==> config.mk <==
export PLATFORM = sky130hd
export DESIGN_NAME = sys_cmd_ctrl
export DESIGN_NICKNAME = d
export VERILOG_FILES = /design/src/rtl/sys_ctrl_pkg.sv /design/src/rtl/sys_ctrl_tx_seq.sv /design/src/rtl/sys_cmd_ctrl.sv
export SDC_FILE = /design/constraint.sdc
export NUM_CORES = 1
export LEC_CHECK = 0
export CELL_PAD_IN_SITES_DETAIL_PLACEMENT = 0
export CELL_PAD_IN_SITES_GLOBAL_PLACEMENT = 2
export CORE_UTILIZATION = 30
export DETAILED_ROUTE_END_ITERATION = 8
export PLACE_DENSITY = 0.87
export SYNTH_ARGS = -nofsm -noshare
export SYNTH_HDL_FRONTEND = slang
export SYNTH_HIERARCHICAL = 1
export SYNTH_SLANG_ARGS = --single-unit
==> constraint.sdc <==
create_clock -name CLK -period 5.6 [get_ports CLK]
set_clock_uncertainty 0.15 [all_clocks]
set_input_delay 1.12 -clock CLK [delete_from_list [all_inputs] [get_ports CLK]]
set_output_delay 1.12 -clock CLK [all_outputs]
set_load 0.01 [all_outputs]
==> src/rtl/sys_ctrl_pkg.sv <==
// rtl/sys_ctrl_pkg.sv - shared types and constants for the command sequencer
package sys_ctrl_pkg;

    typedef enum logic [3:0] {
        IDLE,
        WR_ADDR,
        WR_DATA,
        RD_ADDR,
        RD_WAIT,
        OP_A,
        OP_B,
        ALU_FUN,
        ALU_RUN,
        ALU_WAIT,
        TX_RD,
        TX_LO,
        TX_HI
    } state_t;

    localparam logic [7:0] CMD_RF_WR   = 8'hAA;
    localparam logic [7:0] CMD_RF_RD   = 8'hBB;
    localparam logic [7:0] CMD_ALU_OP  = 8'hCC;
    localparam logic [7:0] CMD_ALU_NOP = 8'hDD;

    localparam int OPA_ADDR = 0;
    localparam int OPB_ADDR = 1;

endpackage

==> src/rtl/sys_ctrl_tx_seq.sv <==
// rtl/sys_ctrl_tx_seq.sv - TX FIFO push stage with full-flag stall and byte select
//
// Ports:
//   CLK, RST      clock, synchronous active-high reset
//   req           a response byte is waiting to be pushed
//   sel_hi        1: push word[2*DATA_WIDTH-1:DATA_WIDTH], 0: push low byte
//   word          captured response word (read byte or ALU result)
//   tx_fifo_full  FIFO full flag; a push is held off while it is set
//   accept        combinational: the byte is pushed on this edge
//   tx_fifo_data  registered byte presented to the FIFO
//   tx_fifo_wr    registered one-cycle write strobe
module sys_ctrl_tx_seq #(
    parameter int DATA_WIDTH = 8
) (
    input  logic                    CLK,
    input  logic                    RST,
    input  logic                    req,
    input  logic                    sel_hi,
    input  logic [2*DATA_WIDTH-1:0] word,
    input  logic                    tx_fifo_full,
    output logic                    accept,
    output logic [DATA_WIDTH-1:0]   tx_fifo_data,
    output logic                    tx_fifo_wr
);

    // The requesting state only advances when this is high, so a stalled
    // byte stays pending and is never dropped or pushed twice.
    assign accept = req && !tx_fifo_full;

    always_ff @(posedge CLK) begin
        if (RST) begin
            tx_fifo_data <= '0;
            tx_fifo_wr   <= 1'b0;
        end else begin
            tx_fifo_wr <= accept;
            if (accept) begin
                tx_fifo_data <= sel_hi ? word[2*DATA_WIDTH-1:DATA_WIDTH]
                                       : word[DATA_WIDTH-1:0];
            end
        end
    end

endmodule

==> src/rtl/sys_cmd_ctrl.sv <==
// rtl/sys_cmd_ctrl.sv - UART byte-command sequencer for register file, ALU and TX FIFO
//
// Optional feature: define CMD_TIMEOUT_EN to abandon a partial command after
// TIMEOUT_CYCLES idle cycles in a byte-accepting state.
//
// Ports:
//   CLK, RST                     clock, synchronous active-high reset
//   rx_data, rx_valid            received byte and its one-cycle strobe
//   rf_wr_en, rf_rd_en           register-file write / read strobes
//   rf_addr, rf_wr_data          register-file address and write data
//   rf_rd_data, rf_rd_valid      register-file read data and valid strobe
//   alu_en, alu_fun              ALU start pulse and function code
//   alu_out, alu_valid           ALU result and valid strobe
//   clk_gate_en                  ALU clock-gate enable
//   tx_fifo_data, tx_fifo_wr     byte and write strobe to the TX FIFO
//   tx_fifo_full                 TX FIFO full flag
//   busy                         high whenever a command is in progress
module sys_cmd_ctrl
    import sys_ctrl_pkg::*;
#(
    parameter int DATA_WIDTH     = 8,
    parameter int ADDR_WIDTH     = 4,
    parameter int ALU_FUN_WIDTH  = 4,
    parameter int ALU_OUT_WIDTH  = 16,
    parameter int TIMEOUT_CYCLES = 65535
) (
    input  logic                     CLK,
    input  logic                     RST,
    input  logic [DATA_WIDTH-1:0]    rx_data,
    input  logic                     rx_valid,
    output logic                     rf_wr_en,
    output logic                     rf_rd_en,
    output logic [ADDR_WIDTH-1:0]    rf_addr,
    output logic [DATA_WIDTH-1:0]    rf_wr_data,
    input  logic [DATA_WIDTH-1:0]    rf_rd_data,
    input  logic                     rf_rd_valid,
    output logic                     alu_en,
    output logic [ALU_FUN_WIDTH-1:0] alu_fun,
    input  logic [ALU_OUT_WIDTH-1:0] alu_out,
    input  logic                     alu_valid,
    output logic                     clk_gate_en,
    output logic [DATA_WIDTH-1:0]    tx_fifo_data,
    output logic                     tx_fifo_wr,
    input  logic                     tx_fifo_full,
    output logic                     busy
);

    state_t                   state_q, state_d;
    logic                     wr_en_d, rd_en_d;
    logic [ADDR_WIDTH-1:0]    addr_d;
    logic [DATA_WIDTH-1:0]    wr_data_d;
    logic [ALU_FUN_WIDTH-1:0] fun_d;
    logic [ALU_OUT_WIDTH-1:0] resp_q, resp_d;
    logic                     tx_req, tx_sel_hi, tx_accept;

`ifdef CMD_TIMEOUT_EN
    localparam int TO_W = $clog2(TIMEOUT_CYCLES + 1);
    logic [TO_W-1:0] to_cnt_q, to_cnt_d;
    logic            byte_state;

    assign byte_state = (state_q == WR_ADDR) || (state_q == WR_DATA) ||
                        (state_q == RD_ADDR) || (state_q == OP_A)    ||
                        (state_q == OP_B)    || (state_q == ALU_FUN);
`endif

    always_ff @(posedge CLK) begin
        if (RST) begin
            state_q <= IDLE;
            resp_q  <= '0;
        end else begin
            state_q <= state_d;
            resp_q  <= resp_d;
        end
    end

    always_comb begin
        state_d   = state_q;
        wr_en_d   = 1'b0;
        rd_en_d   = 1'b0;
        addr_d    = rf_addr;
        wr_data_d = rf_wr_data;
        fun_d     = alu_fun;
        resp_d    = resp_q;
        tx_req    = 1'b0;
        tx_sel_hi = 1'b0;

        case (state_q)
            IDLE: begin
                if (rx_valid) begin
                    if (rx_data == DATA_WIDTH'(CMD_RF_WR))        state_d = WR_ADDR;
                    else if (rx_data == DATA_WIDTH'(CMD_RF_RD))   state_d = RD_ADDR;
                    else if (rx_data == DATA_WIDTH'(CMD_ALU_OP))  state_d = OP_A;
                    else if (rx_data == DATA_WIDTH'(CMD_ALU_NOP)) state_d = ALU_FUN;
                end
            end
            WR_ADDR: begin
                if (rx_valid) begin
                    addr_d  = rx_data[ADDR_WIDTH-1:0];
                    state_d = WR_DATA;
                end
            end
            WR_DATA: begin
                if (rx_valid) begin
                    wr_en_d   = 1'b1;
                    wr_data_d = rx_data;
                    state_d   = IDLE;
                end
            end
            RD_ADDR: begin
                if (rx_valid) begin
                    addr_d  = rx_data[ADDR_WIDTH-1:0];
                    rd_en_d = 1'b1;
                    state_d = RD_WAIT;
                end
            end
            RD_WAIT: begin
                if (rf_rd_valid) begin
                    resp_d  = {{(ALU_OUT_WIDTH-DATA_WIDTH){1'b0}}, rf_rd_data};
                    state_d = TX_RD;
                end
            end
            OP_A: begin
                if (rx_valid) begin
                    wr_en_d   = 1'b1;
                    addr_d    = ADDR_WIDTH'(OPA_ADDR);
                    wr_data_d = rx_data;
                    state_d   = OP_B;
                end
            end
            OP_B: begin
                if (rx_valid) begin
                    wr_en_d   = 1'b1;
                    addr_d    = ADDR_WIDTH'(OPB_ADDR);
                    wr_data_d = rx_data;
                    state_d   = ALU_FUN;
                end
            end
            ALU_FUN: begin
                if (rx_valid) begin
                    fun_d   = rx_data[ALU_FUN_WIDTH-1:0];
                    state_d = ALU_RUN;
                end
            end
            ALU_RUN: state_d = ALU_WAIT;
            ALU_WAIT: begin
                if (alu_valid) begin
                    resp_d  = alu_out;
                    state_d = TX_LO;
                end
            end
            TX_RD: begin
                tx_req = 1'b1;
                if (tx_accept) state_d = IDLE;
            end
            TX_LO: begin
                tx_req = 1'b1;
                if (tx_accept) state_d = TX_HI;
            end
            TX_HI: begin
                tx_req    = 1'b1;
                tx_sel_hi = 1'b1;
                if (tx_accept) state_d = IDLE;
            end
            default: state_d = IDLE;
        endcase

`ifdef CMD_TIMEOUT_EN
        // Only fires on a cycle with no byte, so the abandoned step has
        // produced no strobes; earlier completed steps keep their effects.
        if (byte_state && !rx_valid && (to_cnt_q == TO_W'(TIMEOUT_CYCLES - 1))) begin
            state_d = IDLE;
        end
`endif
    end

`ifdef CMD_TIMEOUT_EN
    always_comb begin
        to_cnt_d = '0;
        if (byte_state && !rx_valid && (state_d != IDLE)) begin
            to_cnt_d = to_cnt_q + 1'b1;
        end
    end

    always_ff @(posedge CLK) begin
        if (RST) to_cnt_q <= '0;
        else     to_cnt_q <= to_cnt_d;
    end
`endif

    // Outputs are registered from the next state so each strobe lines up
    // with the state it belongs to (alu_en during ALU_RUN, etc.).
    always_ff @(posedge CLK) begin
        if (RST) begin
            rf_wr_en    <= 1'b0;
            rf_rd_en    <= 1'b0;
            rf_addr     <= '0;
            rf_wr_data  <= '0;
            alu_en      <= 1'b0;
            alu_fun     <= '0;
            clk_gate_en <= 1'b0;
            busy        <= 1'b0;
        end else begin
            rf_wr_en    <= wr_en_d;
            rf_rd_en    <= rd_en_d;
            rf_addr     <= addr_d;
            rf_wr_data  <= wr_data_d;
            alu_en      <= (state_d == ALU_RUN);
            alu_fun     <= fun_d;
            clk_gate_en <= (state_d == ALU_RUN) || (state_d == ALU_WAIT);
            busy        <= (state_d != IDLE);
        end
    end

    sys_ctrl_tx_seq #(
        .DATA_WIDTH (DATA_WIDTH)
    ) u_tx_seq (
        .CLK          (CLK),
        .RST          (RST),
        .req          (tx_req),
        .sel_hi       (tx_sel_hi),
        .word         (resp_q),
        .tx_fifo_full (tx_fifo_full),
        .accept       (tx_accept),
        .tx_fifo_data (tx_fifo_data),
        .tx_fifo_wr   (tx_fifo_wr)
    );

endmodule

==> results.cfg <==
[clock_tree]
postCtsSetupBuffers = 0
clock_path_buffers = 2
path_clk_slew_ns = 0.11
clock-root-buffer = clkbuf_8
cts_tree = yes
htreeDepth = 2
holdBufCountCts = 0
ctsResizeCount = 0
cts_buffers = 5
cts_sinks = 50
clk_latency_ns = 0.31

[pwr]
p_leak_nw = 1.01
pwr_density_cell_nw_per_um2 = 202
vdd_drop_max_mv = 0.103
p_total_mw = 0.630

[critical_path]
cp-start-kind = flip-flop
r2r_setup_slack_ns = 2.63
worst_path_max_delay_cell = dfxtp_1
crit_arrival_ns = 3.02
cpPeakStageDelay_ns = 0.62
r2r_start = state_q[2]
end_kind = flip-flop
r2r-end = alu_en
crit_chain = or3b_1 > a21oi_1 > nor2b_4 > nand2_1 > o32ai_1 > a221oi_2 > nor3b_2 > and2_1
critical_path_class = reg -> reg
worstPathMaxFanout = 20
required_ns = 5.65
reg2reg_depth = 8

[cells_and_area]
diodes = 0
stdcell_count = 412
final_common_cell = clkdlybuf4s50_1
area_delta_synth_final_pct = 32.6
fin_nets = 350
layout_common_cells = clkdlybuf4s50_1, dfxtp_1, nor2_1, mux2i_1, nand2_1
layout-drive-gt1-share_pct = 7.67
finish.utilization_pct = 42.1

[timing]
setup_viol = 0
tightest_slew_ns = 1.02
finalMaxSlewViolations = 0
finalHoldViolCount = 0
fin_crit_ns = 2.97
finalSetupTns_ns = 0
max_slew_margin_pct = 32.3
max_freq_mhz = 337
fin_crit_sh_pct = 53.0
rsz0062_at_grt = no
timing.hold.ws_ns = 0.306

[synth]
synth_area_um2 = 2350
ys_seq_elements = 50
yosysSeqAreaShare_pct = 42.6
yosys_warnings = 6
synthArstFlopShare_pct = 0
syn_inst = 256
synth_edf_count = 0
syn_avg_cell_area_um2 = 9.19
yosysUniqueCellTypes = 45
synth_top_flop_cell = dfxtp_1
synth_nets = 294

[drt]
drtAntennaViolNets = 0
post_drt_via_cell_ratio = 4.72
via_count = 1945
firstDrtPassIters = 4
wl_um = 5690
wl_per_cell_um = 13.8
first_iter_violations = 96
drc = 0

[min_path]
hold_start = resp_q[14]
hold-path-endpoint = resp_q[14]
hold_path_class = reg -> reg
holdPathStages = 2

[grt]
grt.overflow.total = 0
antenna_found_initial = 0
grt_pass1_vias = 1776
grt_util_all_layers_pct = 13.8
grt_max_degree = 50
grt_pass1_wl_um = 9140

[die]
initial_core_util_pct = 31.8
num_rows = 31
die-area_um2 = 8200
ioPinCount = 68
die_h_um = 90.6
coreArea_um2 = 7410
die_x_um = 90.6

[placed_design]
hpwl_um = 4040
port_buffers = 67
placedCellCount = 404
gp_congestion = 0.728

[status]
status = completed

[flow_run]
drv_cap = 0
==> state kept, by name, indices dropped and copies added (netlist names), 4 cells and up <==
register	flops
resp_q	16
rf_wr_data	8
u_tx_seq/tx_fifo_data	8
alu_fun	4
rf_addr	4
state_q	4
==> cell usage after synthesis, types with 2 or more instances <==
cell type,instances,area (um2)
a21oi_1,18,90.1
nor2_1,34,128
o21ai_0,2,10.0
a211oi_2,8,100
o21ai_1,2,10.0
and2_1,3,18.8
nor3_1,2,10.0
nand2b_1,6,37.5
nand2_1,23,86.3
o211ai_1,2,15.0
and2b_1,2,15.0
nor2b_1,7,43.8
buf_2,5,25.0
inv_1,2,7.51
nor4bb_1,2,20.0
a211oi_1,9,67.6
clkbuf_1,4,15.0
mux2i_1,28,280
nand3_1,13,65.1
dfxtp_1,50,1000
xnor2_1,2,17.5
buf_4,7,52.6
a21o_1,3,22.5
==> how the worst max path moves through the flow <==
stage                             from           to  cells after the start  slack, ns
final                       state_q[2]       alu_en                      8       2.63
after global routing        state_q[2]       alu_en                      8       2.41
after CTS                   state_q[2]       alu_en                      8       2.64
after detailed placement  tx_fifo_full  clk_gate_en                      7       2.34
after global placement     rf_rd_valid   resp_q[13]                      5       2.35
after floorplan           tx_fifo_full       alu_en                      8       3.16
==> per-stage QoR <==
stage               instance area (um2)  setup WS (ns)
global route                       3120           2.41
CTS                                3120           2.64
floorplan                          2350           3.16
global placement                   3020           2.35
detailed placement                 3020           2.34
finish                             3120           2.63
==> logic make-up after synthesis <==
group	count (synthesis)	share of synthesized area [%]
AO/OA/AOI/OAI	52	16.9
AND/OR/NAND/NOR	102	22.0
flip-flops	50	42.6
buffers and inverters	22	5.90
XOR/XNOR	2	0.745
multiplexers	28	11.9
==> worst max-delay path: cells and delay by family (launching register included) <==
| kind | cells | cell delay [ns] |
|---|---|---|
| simple gates | 5 | 1.38 |
| compound gates | 3 | 0.70 |
| flops | 1 | 0.62 |
==> area by class of cell <==
cell class	count	area (um2)
Fill cell	753	4290
Clock buffer	5	68.8
Tap cell	99	124
Timing Repair Buffer	68	673
Sequential cell	50	1000
Clock inverter	3	28.8
Inverter	3	11.3
Multi-Input combinational cell	184	1210
==> per-layer routing <==
| layer | global-route usage [%] | share of wire, % |
|---|---|---|
| met2 | 19.6 | 42 |
| met3 | 3.03 | 4.7 |
| met1 | 20.6 | 52 |
| met5 | 0 | 0 |
| met4 | 4.03 | 0.72 |
==> power breakdown <==
group / leakage (nW) / switching [mW] / internal, mW
Combinational: 0.556 / 0.0182 / 0.0276
Clock: 0.0502 / 0.134 / 0.0929
Sequential: 0.403 / 0.000752 / 0.356
Power figures use the tool's default switching activity.
